**config.mk**
```make
export PLATFORM = sky130hd
export DESIGN_NAME = seven_seg_scan_controller
export DESIGN_NICKNAME = d
export VERILOG_FILES = /design/src/rtl/seven_seg_scan_controller_pkg.sv /design/src/rtl/seven_seg_scan_controller_scan_tick_gen.sv /design/src/rtl/seven_seg_scan_controller.sv
export SDC_FILE = /design/constraint.sdc
export NUM_CORES = 1
export LEC_CHECK = 0
export ABC_CLOCK_PERIOD_IN_PS = 5150
export CAP_MARGIN = 20
export CORE_MARGIN = 5
export CORE_UTILIZATION = 60
export DETAILED_ROUTE_END_ITERATION = 16
export PLACE_DENSITY = 0.95
export SYNTH_ARGS = -nofsm -noshare
export SYNTH_HDL_FRONTEND = slang
export SYNTH_SLANG_ARGS = --single-unit
```
**constraint.sdc**
```tcl
create_clock -name clk -period 5.15 [get_ports clk]
set_input_delay 1.545 -clock clk [delete_from_list [all_inputs] [get_ports clk]]
set_output_delay 1.545 -clock clk [all_outputs]
set_load 0.02 [all_outputs]
```
**src/rtl/seven_seg_scan_controller_pkg.sv**
```systemverilog
// Shared constants, types and helpers for the seven-segment scan controller.
package seven_seg_scan_controller_pkg;

    localparam int unsigned SCAN_DIV_DEFAULT     = 50000;
    localparam int unsigned BLANK_CYCLES_DEFAULT = 64;
    localparam int unsigned NIB_W                = 4;
    localparam int unsigned MAX_DIGITS           = 16;

    // Drive presented to the shared decoder for one slot evaluation.
    typedef struct packed {
        logic [NIB_W-1:0] x;
        logic             en;
    } dec_drive_t;

    // Nibble i of a packed value (digit 0 in the least significant nibble).
    function automatic logic [NIB_W-1:0] nib(input logic [NIB_W*MAX_DIGITS-1:0] v, input int i);
        return v[NIB_W*i +: NIB_W];
    endfunction

endpackage

```
**src/rtl/seven_seg_scan_controller_scan_tick_gen.sv**
```systemverilog
// Slot prescaler: counts 0..SCAN_DIV-1 and flags the wrap and the dead-time window.
module scan_tick_gen #(
    parameter int unsigned SCAN_DIV     = 8,
    parameter int unsigned BLANK_CYCLES = 2,
    parameter int unsigned DIV_WIDTH    = 16
) (
    input  logic clk,
    input  logic reset,
    output logic slot_tick,
    output logic in_blank
);

    logic [DIV_WIDTH-1:0] cnt_q;
    logic [DIV_WIDTH-1:0] cnt_d;

    // Wrap and blank flags decoded from the current count.
    always_comb begin
        slot_tick = (cnt_q == DIV_WIDTH'(SCAN_DIV - 1));
        in_blank  = (cnt_q < DIV_WIDTH'(BLANK_CYCLES));
        cnt_d     = slot_tick ? '0 : cnt_q + DIV_WIDTH'(1);
    end

    // Prescaler register.
    always_ff @(posedge clk or posedge reset) begin
        if (reset) begin
            cnt_q <= '0;
        end else begin
            cnt_q <= cnt_d;
        end
    end

endmodule

```
**src/rtl/seven_seg_scan_controller.sv**
```systemverilog
// Multiplexes NUM_DIGITS common-anode digits onto one shared decoder, with a
// frame-synchronous double buffer, per-digit enables and leading-zero blanking.
module seven_seg_scan_controller
    import seven_seg_scan_controller_pkg::*;
#(
    parameter int unsigned NUM_DIGITS   = 4,
    parameter int unsigned SCAN_DIV     = SCAN_DIV_DEFAULT,
    parameter int unsigned BLANK_CYCLES = BLANK_CYCLES_DEFAULT,
    parameter int unsigned DIV_WIDTH    = 16
) (
    input  logic                        clk,
    input  logic                        reset,
    input  logic [NIB_W*NUM_DIGITS-1:0] value_in,
    input  logic                        load,
    input  logic [NUM_DIGITS-1:0]       digit_en,
    input  logic                        lz_suppress,
    output logic [NIB_W-1:0]            dec_x,
    output logic                        dec_en,
    output logic [NUM_DIGITS-1:0]       an_n,
    output logic                        frame_done
);

    localparam int unsigned VAL_W = NIB_W * NUM_DIGITS;
    localparam int unsigned IDX_W = (NUM_DIGITS > 1) ? $clog2(NUM_DIGITS) : 1;
    localparam logic [IDX_W-1:0] LAST_IDX = IDX_W'(NUM_DIGITS - 1);

    logic slot_tick;
    logic in_blank;

    logic [IDX_W-1:0]      idx_q,      idx_d;
    logic [VAL_W-1:0]      active_q,   active_d;
    logic [VAL_W-1:0]      pending_q,  pending_d;
    logic                  pend_vld_q, pend_vld_d;
    dec_drive_t            dec_q,      dec_d;
    logic [NUM_DIGITS-1:0] an_n_q,     an_n_d;
    logic                  frame_q,    frame_d;

    logic                  boundary_c;
    logic                  zero_run_c;
    logic [NUM_DIGITS-1:0] lz_blank_c;
    logic [NIB_W-1:0]      cur_nib_c;

    scan_tick_gen #(
        .SCAN_DIV     (SCAN_DIV),
        .BLANK_CYCLES (BLANK_CYCLES),
        .DIV_WIDTH    (DIV_WIDTH)
    ) u_tick (
        .clk       (clk),
        .reset     (reset),
        .slot_tick (slot_tick),
        .in_blank  (in_blank)
    );

    // Digit index, double buffer, leading-zero mask and next output drive.
    always_comb begin
        idx_d      = idx_q;
        active_d   = active_q;
        pending_d  = pending_q;
        pend_vld_d = pend_vld_q;
        zero_run_c = 1'b1;
        lz_blank_c = '0;

        boundary_c = slot_tick && (idx_q == LAST_IDX);

        if (slot_tick) begin
            idx_d = (idx_q == LAST_IDX) ? '0 : idx_q + IDX_W'(1);
        end

        // A load landing on the boundary bypasses pending; newest load always wins.
        if (boundary_c) begin
            if (load) begin
                active_d   = value_in;
                pend_vld_d = 1'b0;
            end else if (pend_vld_q) begin
                active_d   = pending_q;
                pend_vld_d = 1'b0;
            end
        end else if (load) begin
            pending_d  = value_in;
            pend_vld_d = 1'b1;
        end

        // Blank a digit only if it and every more significant digit are zero.
        for (int i = int'(NUM_DIGITS) - 1; i >= 0; i--) begin
            zero_run_c    = zero_run_c && (nib(64'(active_q), i) == '0);
            lz_blank_c[i] = lz_suppress && zero_run_c;
        end
        lz_blank_c[0] = 1'b0;

        cur_nib_c = nib(64'(active_q), int'(idx_q));

        dec_d.x = cur_nib_c;
        if (in_blank) begin
            an_n_d   = '1;
            dec_d.en = 1'b0;
        end else begin
            an_n_d   = ~(NUM_DIGITS'(1) << idx_q);
            dec_d.en = digit_en[idx_q] && !lz_blank_c[idx_q];
        end
        frame_d = boundary_c;
    end

    // State and output registers.
    always_ff @(posedge clk or posedge reset) begin
        if (reset) begin
            idx_q      <= '0;
            active_q   <= '0;
            pending_q  <= '0;
            pend_vld_q <= 1'b0;
            dec_q      <= '0;
            an_n_q     <= '1;
            frame_q    <= 1'b0;
        end else begin
            idx_q      <= idx_d;
            active_q   <= active_d;
            pending_q  <= pending_d;
            pend_vld_q <= pend_vld_d;
            dec_q      <= dec_d;
            an_n_q     <= an_n_d;
            frame_q    <= frame_d;
        end
    end

    assign dec_x      = dec_q.x;
    assign dec_en     = dec_q.en;
    assign an_n       = an_n_q;
    assign frame_done = frame_q;

endmodule

```
* After elaboration in Yosys (flattened, before gate mapping)
Cells that the tools add are included.
** Word-level totals
- Register bits after elaboration :: 61
- Bits of input ports :: 24
- Output and inout bits :: 10
- Word-level logic and storage cells :: 46
** Cells by class
- $add $sub $neg :: 2
- $lt $le $gt $ge :: 2
- Equal/unequal tests :: 2
- Shifts and indexed selects :: 2
- Mux-type cells :: 12
- Bitwise logic cells :: 2
- Reduce and logical (&&, ||, !) cells :: 15
** Operators with widths (number)
- $shiftx 64x5->4 :: 1
- $mux 16 :: 3
- $add 16x1->16 const B :: 1
- $eq 16x16->1 const B :: 1
- $lt 16x7->1 const B :: 1
- $logic_not 4->1 :: 3
- $logic_and 1x1->1 :: 7
- $mux 1 :: 5
- $bmux 1 s2 :: 2
- $mux 4 :: 1
- $not 4->4 :: 1
- $reduce_and 2->1 :: 2
- $reduce_bool 2->1 :: 2
- $shl 1x2->4 const A :: 1
- $lt 2x3->1 const B :: 1
- $add 2x1->2 const B :: 1
- $eq 2x2->1 const B :: 1
- $mux 2 :: 1
- $logic_not 1->1 :: 1
- $not 1->1 :: 1

* Longest topological paths before layout
Gate-level depths: netlist (run 1).
- Word-level depth :: 9
- Gate-level depth with buffers :: 7
- Depth with buffers taken out :: 6

* Modules after synthesis
Synthesis (run 1) repeated with hierarchy kept, for this count alone.
** Unflattened totals
- Cell total of the unflattened synthesis :: 228
- Area, all modules :: 2785.2 um^2
** Modules (own cells, without submodules)
- seven_seg_scan_controller :: instances 1, cells an instance 153, area each 2015.7 um^2, sequential area each 1131.1 um^2
- scan_tick_gen :: instances 1, cells an instance 75, area each 769.5 um^2, sequential area each 400.4 um^2

* Worst setup path before layout (run 1)
OpenSTA, ideal clock, no wires.
- Path type :: input to register
- Start point :: input load
- End point :: register active_q[11]
- Library setup time :: 124 ps
- Arrival time :: 2221 ps
- Setup slack :: 2805 ps
- Cell stages on the path :: 4
- Buffers on the path :: 1
- Cells stage by stage :: clkinv_1 -> clkbuf_1 -> o21ai_0 -> a21oi_1
** Between the ends
- Longest elaborated chain between the ends :: 2
- Elaborated cells between the ends (all ways) :: 3
- Classes of those cells :: mux (1); reduce/logical (2)
** RTL lines
- start, declared :: line seven_seg_scan_controller.sv:14 : input logic load,
- $reduce_bool 2->1 (no source line)
- $reduce_and 2->1 (no source line)
- end signal, assigned :: line seven_seg_scan_controller.sv:115 : active_q <= active_d;
- end, declared :: line seven_seg_scan_controller.sv:31 : logic [VAL_W-1:0] active_q, active_d;
Parallel ways exist; a longest one is shown, timed or not.
A chain may end at the register's enable or synchronous reset.

* Final worst setup path (run 1)
- Start point :: input load
- End point :: register active_q[2]
The elaborated chain is that of the path after synthesis.

==> results of run 1 <==
## metal layers
layer  global-route usage, %  wire (um)
met5                       0          0
met2                    32.2       2890
met4                    14.6        138
met3                    6.09        431
met1                    27.7       2510
## power by group through the flow
stage               clock network (mW)  registers [mW]  logic, mW
global placement                     0           0.508     0.0649
CTS                              0.452           0.500     0.0689
finish                           0.442           0.500     0.0681
global route                     0.474           0.501     0.0752
floorplan                            0           0.505     0.0415
detailed placement                   0           0.508     0.0683
## flip-flops by register name, summed over array words and instances, names as in the netlist
| signal | flops |
|---|---|
| active_q | 16 |
| pending_q | 16 |
| u_tick.cnt_q | 16 |
| an_n | 4 |
| dec_x | 4 |
| idx_q | 2 |
| dec_en | 1 |
| frame_done | 1 |
| pend_vld_q | 1 |
## layout by cell type (no fill, tap or decap), drive strengths merged, types with 7 or more instances in the layout
cell type / count
dfrtp: 57
nor2: 39
clkdlybuf4s50: 33
nand2: 22
mux2: 16
a21oi: 13
o21ai: 12
clkbuf: 12
nand3: 9
xor2: 9
o22ai: 7
## kinds of logic (layout without fill, tap and decap cells)
group | count (synthesis) | count (layout) | share of synthesized area, %
AND/OR/NAND/NOR | 98 | 98 | 18.0
flip-flops | 61 | 61 | 53.0
XOR/XNOR | 13 | 13 | 3.94
buffers and inverters | 16 | 55 | 3.42
AO/OA/AOI/OAI | 38 | 38 | 8.14
multiplexers | 21 | 21 | 11.4
adder cells (fa/ha/maj) | 5 | 5 | 2.16
## layout make-up
class / instances / area, sq um / area share [%]
clock buffer: 12 / 165 / 4.82
clock inverter: 4 / 45.0 / 1.31
inverter: 5 / 18.8 / 0.548
multi-input combinational: 175 / 1260 / 36.8
sequential: 61 / 1530 / 44.7
tap: 54 / 67.6 / 1.97
timing repair buffer: 34 / 338 / 9.86
## worst paths after layout
check / endpoint / slack [ps] / cells after the start
worst min register to register: u_tick.cnt_q[5] / 500 / 1
worst max-delay path: active_q[2] / 1830 / 5
min in group asynchronous: active_q[2] / 1580 / 2
worst min-delay path: u_tick.cnt_q[5] / 500 / 1
max in group asynchronous: an_n[1] / 2720 / 3
worst max register to register: active_q[3] / 2750 / 5
## per-stage QoR
step | hold slack (ps) | power, mW
after floorplan | 452 | 0.547
after global placement | 485 | 0.573
after detailed placement | 492 | 0.576
after CTS | 500 | 1.02
after global routing | 515 | 1.05
final | 498 | 1.01
==> impl_metrics.env, run 1 <==
export IMPL_place_gp_congestion=0.835
export IMPL_arrival_ps=3590
export IMPL_ant_nets=0
export IMPL_p_leak_nw=1.51
export IMPL_syn2layout_area_growth_pct=18.5
export IMPL_rsz0062_at_grt="no"
export IMPL_fin_ws_ps=1830
export IMPL_slew_headroom_pct=54.0
export IMPL_startpoint_type="input pin"
export IMPL_fin_skew_ps=6.60
export IMPL_async_flop_share_pct=100
export IMPL_overflow=0
export IMPL_grt_max_degree=36
export IMPL_post_cts_buffers=0
export IMPL_syn_area_sq_um=2890
export IMPL_status="finished, final reports clean"
export IMPL_reg2reg_from="u_tick.cnt_q[11]"
export IMPL_worst_path_dominant_cell_family="buffers and inverters"
export IMPL_nets=315
export IMPL_numPortBuffers=33
export IMPL_numCtsBuffers=9
export IMPL_hold_buffers=0
export IMPL_synth_cell_types=42
export IMPL_combPwrFrac_pct=6.7
export IMPL_end_kind="flop"
export IMPL_cts_resized=0
export IMPL_max_freq_mhz=301
export IMPL_synth_area_top_cells="dfrtp_1, mux2_4, nor2_1, mux4_2, dfstp_2"
export IMPL_grt_pass1_vias=2065
export IMPL_cts_buffer_depth=2
export IMPL_min_from="u_tick.cnt_q[5]"
export IMPL_io_pins=34
export IMPL_netlist_area_leader_share_pct=49.3
export IMPL_detailedPlace_worstSlack_ps=1510
export IMPL_pwr_density_cell_nw_per_um2=295
export IMPL_n_antenna_cell=0
export IMPL_drtIter0Drc=195
export IMPL_routedWlPerCell_um=17.3
export IMPL_postSynthCellCount=252
export IMPL_intPower_uw=790
export IMPL_pwr_share_seq_pct=49.5
export IMPL_vias=2088
export IMPL_cpPeakStageDelay_ps=790
export IMPL_worstPathMaxFanout=19
export IMPL_switching_share_pct=21.8
export IMPL_fin_crit_ps=3320
export IMPL_synth_edff_count=0
export IMPL_fin_util_pct=73.0
export IMPL_tns_ps=0
export IMPL_tightest_slew_ps=690
export IMPL_post_route_drc_count=0
export IMPL_cp_startpoint="load"
export IMPL_synth_seq_area_share_pct=53.0
export IMPL_die_w_um=79.4
export IMPL_yosysTopAreaCell="dfrtp_1"
export IMPL_nFillCells=303
export IMPL_crit_buf_inv=2
export IMPL_fin_area_sq_um=3430
export IMPL_clkSlewWorstSetupHoldPaths_ps=70
export IMPL_switching_power_uw=221
export IMPL_synth_commonest_cells="dfrtp_1, nor2_1, nand2_1"
export IMPL_drtPass1Iterations=4
export IMPL_synth_nets=281
export IMPL_dieArea_sq_um=6310
export IMPL_initial_core_util_pct=61.6
export IMPL_synth_seq_cells=61
export IMPL_routed_wl_um=5970
export IMPL_ys_flop_type="dfrtp_1"
export IMPL_grt_pass1_wl_um=10100
export IMPL_avgSynthCellArea_sq_um=11.5
export IMPL_min_path_type="flop to flop"
export IMPL_cts_sinks=61
export IMPL_worstSetupPathType="input pin to flop"
export IMPL_placed_cell_area_sq_um=3220
export IMPL_grt_use_total_pct=21.7
export IMPL_yosysMostFrequentCell="dfrtp_1"
export IMPL_ctsRootBufferMaster="clkbuf_8"
export IMPL_power_frac_clock_pct=43.8
export IMPL_max_cap_viol_count=0
export IMPL_via_per_inst=6.05
export IMPL_num_rows=25
export IMPL_ir_drop_uv=131
export IMPL_die_h_um=79.4
export IMPL_antenna_found_initial=0
export IMPL_placed_cells=329
export IMPL_stdcell_count=345
export IMPL_core_area_sq_um=4690
export IMPL_setup_violations=0
export IMPL_fin_crit_sh_pct=64.5
export IMPL_cts_tree="done"
export IMPL_yosysWarnings=0
export IMPL_drive_gt1_share_pct=19.6
export IMPL_dp_hpwl_um=4090
export IMPL_worst_path_max_delay_cell="clkdlybuf4s50_1"
export IMPL_required_ps=5420
export IMPL_crit_chain="clkdlybuf4s50_1 > clkinv_1 > nand2_1 > o22ai_1 > a21oi_1"
export IMPL_finalHoldViolations=0
export IMPL_htree_levels=3
export IMPL_finalMaxSlewViolations=0
export IMPL_clkLatencyLatePin_ps=350
Note: power is estimated with default switching activity, not from simulation.
==> run 2: changes to the inputs <==
--- a/config.mk
+++ b/config.mk
@@ -5,12 +5,12 @@
 export SDC_FILE = /design/constraint.sdc
 export NUM_CORES = 1
 export LEC_CHECK = 0
-export ABC_CLOCK_PERIOD_IN_PS = 5150
+export ABC_CLOCK_PERIOD_IN_PS = 3100
 export CAP_MARGIN = 20
 export CORE_MARGIN = 5
-export CORE_UTILIZATION = 60
+export CORE_UTILIZATION = 55
 export DETAILED_ROUTE_END_ITERATION = 16
-export PLACE_DENSITY = 0.95
+export PLACE_DENSITY = 0.89
 export SYNTH_ARGS = -nofsm -noshare
 export SYNTH_HDL_FRONTEND = slang
 export SYNTH_SLANG_ARGS = --single-unit
==> constraint.sdc (replaced) <==
create_clock -name clk -period 3.1 [get_ports clk]
set_input_delay 0.93 -clock clk [delete_from_list [all_inputs] [get_ports clk]]
set_output_delay 0.93 -clock clk [all_outputs]
set_load 0.02 [all_outputs]
==> impl_metrics.env, run 2 (synthesis gave the netlist of run 1 again) <==
export IMPL_startpoint_type="flop"
export IMPL_cpPeakStageDelay_ps=600
export IMPL_grt_pass1_vias=2095
export IMPL_mostFrequentLayoutCells="dfrtp_1, nor2_1, clkdlybuf4s50_1"
export IMPL_hold_buffers=0
export IMPL_fin_crit_ps=2370
export IMPL_intPower_mw=1.16
export IMPL_power_frac_clock_pct=37.2
export IMPL_power_mw=1.51
export IMPL_fin_skew_ps=10.3
export IMPL_setup_violations=0
export IMPL_drive_gt1_share_pct=19.2
export IMPL_end_kind="primary output"
export IMPL_vias=2060
export IMPL_ctsRootBufferMaster="clkbuf_8"
export IMPL_slew_headroom_pct=63.2
export IMPL_switching_power_uw=348
export IMPL_cts_sinks=61
export IMPL_initial_core_util_pct=56.6
export IMPL_syn2layout_area_growth_pct=18.2
export IMPL_min_path_type="flop to flop"
export IMPL_rsz0062_at_grt="no"
export IMPL_numCtsBuffers=9
export IMPL_cts_buffer_depth=2
export IMPL_required_ps=2170
export IMPL_clkSlewWorstSetupHoldPaths_ps=60
export IMPL_drtPass1Iterations=4
export IMPL_ant_nets=0
export IMPL_max_freq_mhz=422
export IMPL_fin_crit_sh_pct=76.5
export IMPL_die_h_um=82.5
export IMPL_pwr_density_cell_nw_per_um2=441
export IMPL_crit_buf_inv=1
export IMPL_cts_resized=0
export IMPL_drtIter0Drc=221
export IMPL_final_common_cell="dfrtp_1"
export IMPL_place_gp_congestion=0.805
export IMPL_switching_share_pct=23.1
export IMPL_combPwrFrac_pct=7.7
export IMPL_dp_hpwl_um=4300
export IMPL_worstPathMaxFanout=1
export IMPL_overflow=0
export IMPL_antenna_found_initial=0
export IMPL_nets=318
export IMPL_htree_levels=3
export IMPL_routed_wl_um=6000
export IMPL_max_cap_viol_count=0
export IMPL_tightest_slew_ps=550
export IMPL_post_route_drc_count=0
export IMPL_post_cts_buffers=0
export IMPL_fin_area_sq_um=3420
export IMPL_io_pins=34
export IMPL_grt_use_total_pct=20.3
export IMPL_reg_top3="active_q: 16 flops, pending_q: 16 flops, u_tick.cnt_q: 16 flops"
export IMPL_pwr_share_seq_pct=55.1
export IMPL_finalMaxSlewViolations=0
export IMPL_p_leak_nw=1.50
export IMPL_status="finished, final reports clean"
export IMPL_placed_cell_area_sq_um=3270
export IMPL_routedWlPerCell_um=16.6
export IMPL_dieArea_sq_um=6810
export IMPL_worst_path_max_delay_cell="clkdlybuf4s50_1"
export IMPL_stdcell_count=362
export IMPL_grt_max_degree=41
export IMPL_worstSetupPathType="flop to primary output"
export IMPL_arrival_ps=1440
export IMPL_ir_drop_uv=213
export IMPL_placed_cells=348
export IMPL_numPortBuffers=33
export IMPL_cts_tree="done"
export IMPL_core_area_sq_um=5110
export IMPL_finalHoldViolations=0
export IMPL_n_antenna_cell=0
export IMPL_clkLatencyLatePin_ps=340
export IMPL_num_rows=26
export IMPL_tns_ps=0
export IMPL_crit_chain="clkdlybuf4s50_1"
export IMPL_worst_path_dominant_cell_family="buffers and inverters"
export IMPL_via_per_inst=5.69
export IMPL_grt_pass1_wl_um=10200
export IMPL_die_w_um=82.5
[run 2: per-layer routing]
layer / up-vias / track usage, % / part of all wire, %
met5: - / 0 / 0
met3: 16 / 6.07 / 5.4
met4: 0 / 8.82 / 2.0
met1: 1017 / 26.3 / 42
li1: 955 / - / -
met2: 72 / 31.7 / 50
[run 2: power by group through the flow]
stage | Sequential, mW | Combinational, mW | Clock [mW]
global route | 0.831 | 0.127 | 0.622
CTS | 0.830 | 0.117 | 0.570
global placement | 0.843 | 0.112 | 0
floorplan | 0.840 | 0.0689 | 0
detailed placement | 0.844 | 0.116 | 0
finish | 0.830 | 0.116 | 0.561
[run 2: cell type report]
cell class | instances | area (sq um)
Clock buffer | 11 | 131
Sequential cell | 61 | 1530
Tap cell | 70 | 87.6
Inverter | 5 | 18.8
Timing Repair Buffer | 37 | 373
Multi-Input combinational cell | 175 | 1260
Fill cell | 388 | 1690
Clock inverter | 3 | 15.0
[run 2: worst reg2reg max path: cells and delay by family, from the launching register on]
kind / cells / cell delay [ps]
muxes: 1 / 380
and+or+nand+nor: 4 / 960
adders and majority gates: 1 / 270
DFF: 1 / 430
[run 2: final timing paths]
path,startpoint,endpoint,slack (ps),depth (start not counted)
worst max-delay path,an_n[1],an_n[1],730,1
worst min-delay path,pending_q[13],pending_q[13],510,1
worst max register to register,u_tick.cnt_q[0],pending_q[15],950,6
min in group asynchronous,reset,dec_en,950,2
max in group asynchronous,reset,active_q[15],1590,3
worst min register to register,pending_q[13],pending_q[13],510,1
[run 2: stage by stage]
stage / util (%) / hold WS, ps / worst slack [ps]
floorplan: - / 452 / 664
global placement: 64.1 / 487 / 581
detailed placement: 64.1 / 497 / 483
CTS: 66.9 / 509 / 694
global route: 66.9 / 533 / 661
finish: 66.9 / 510 / 728
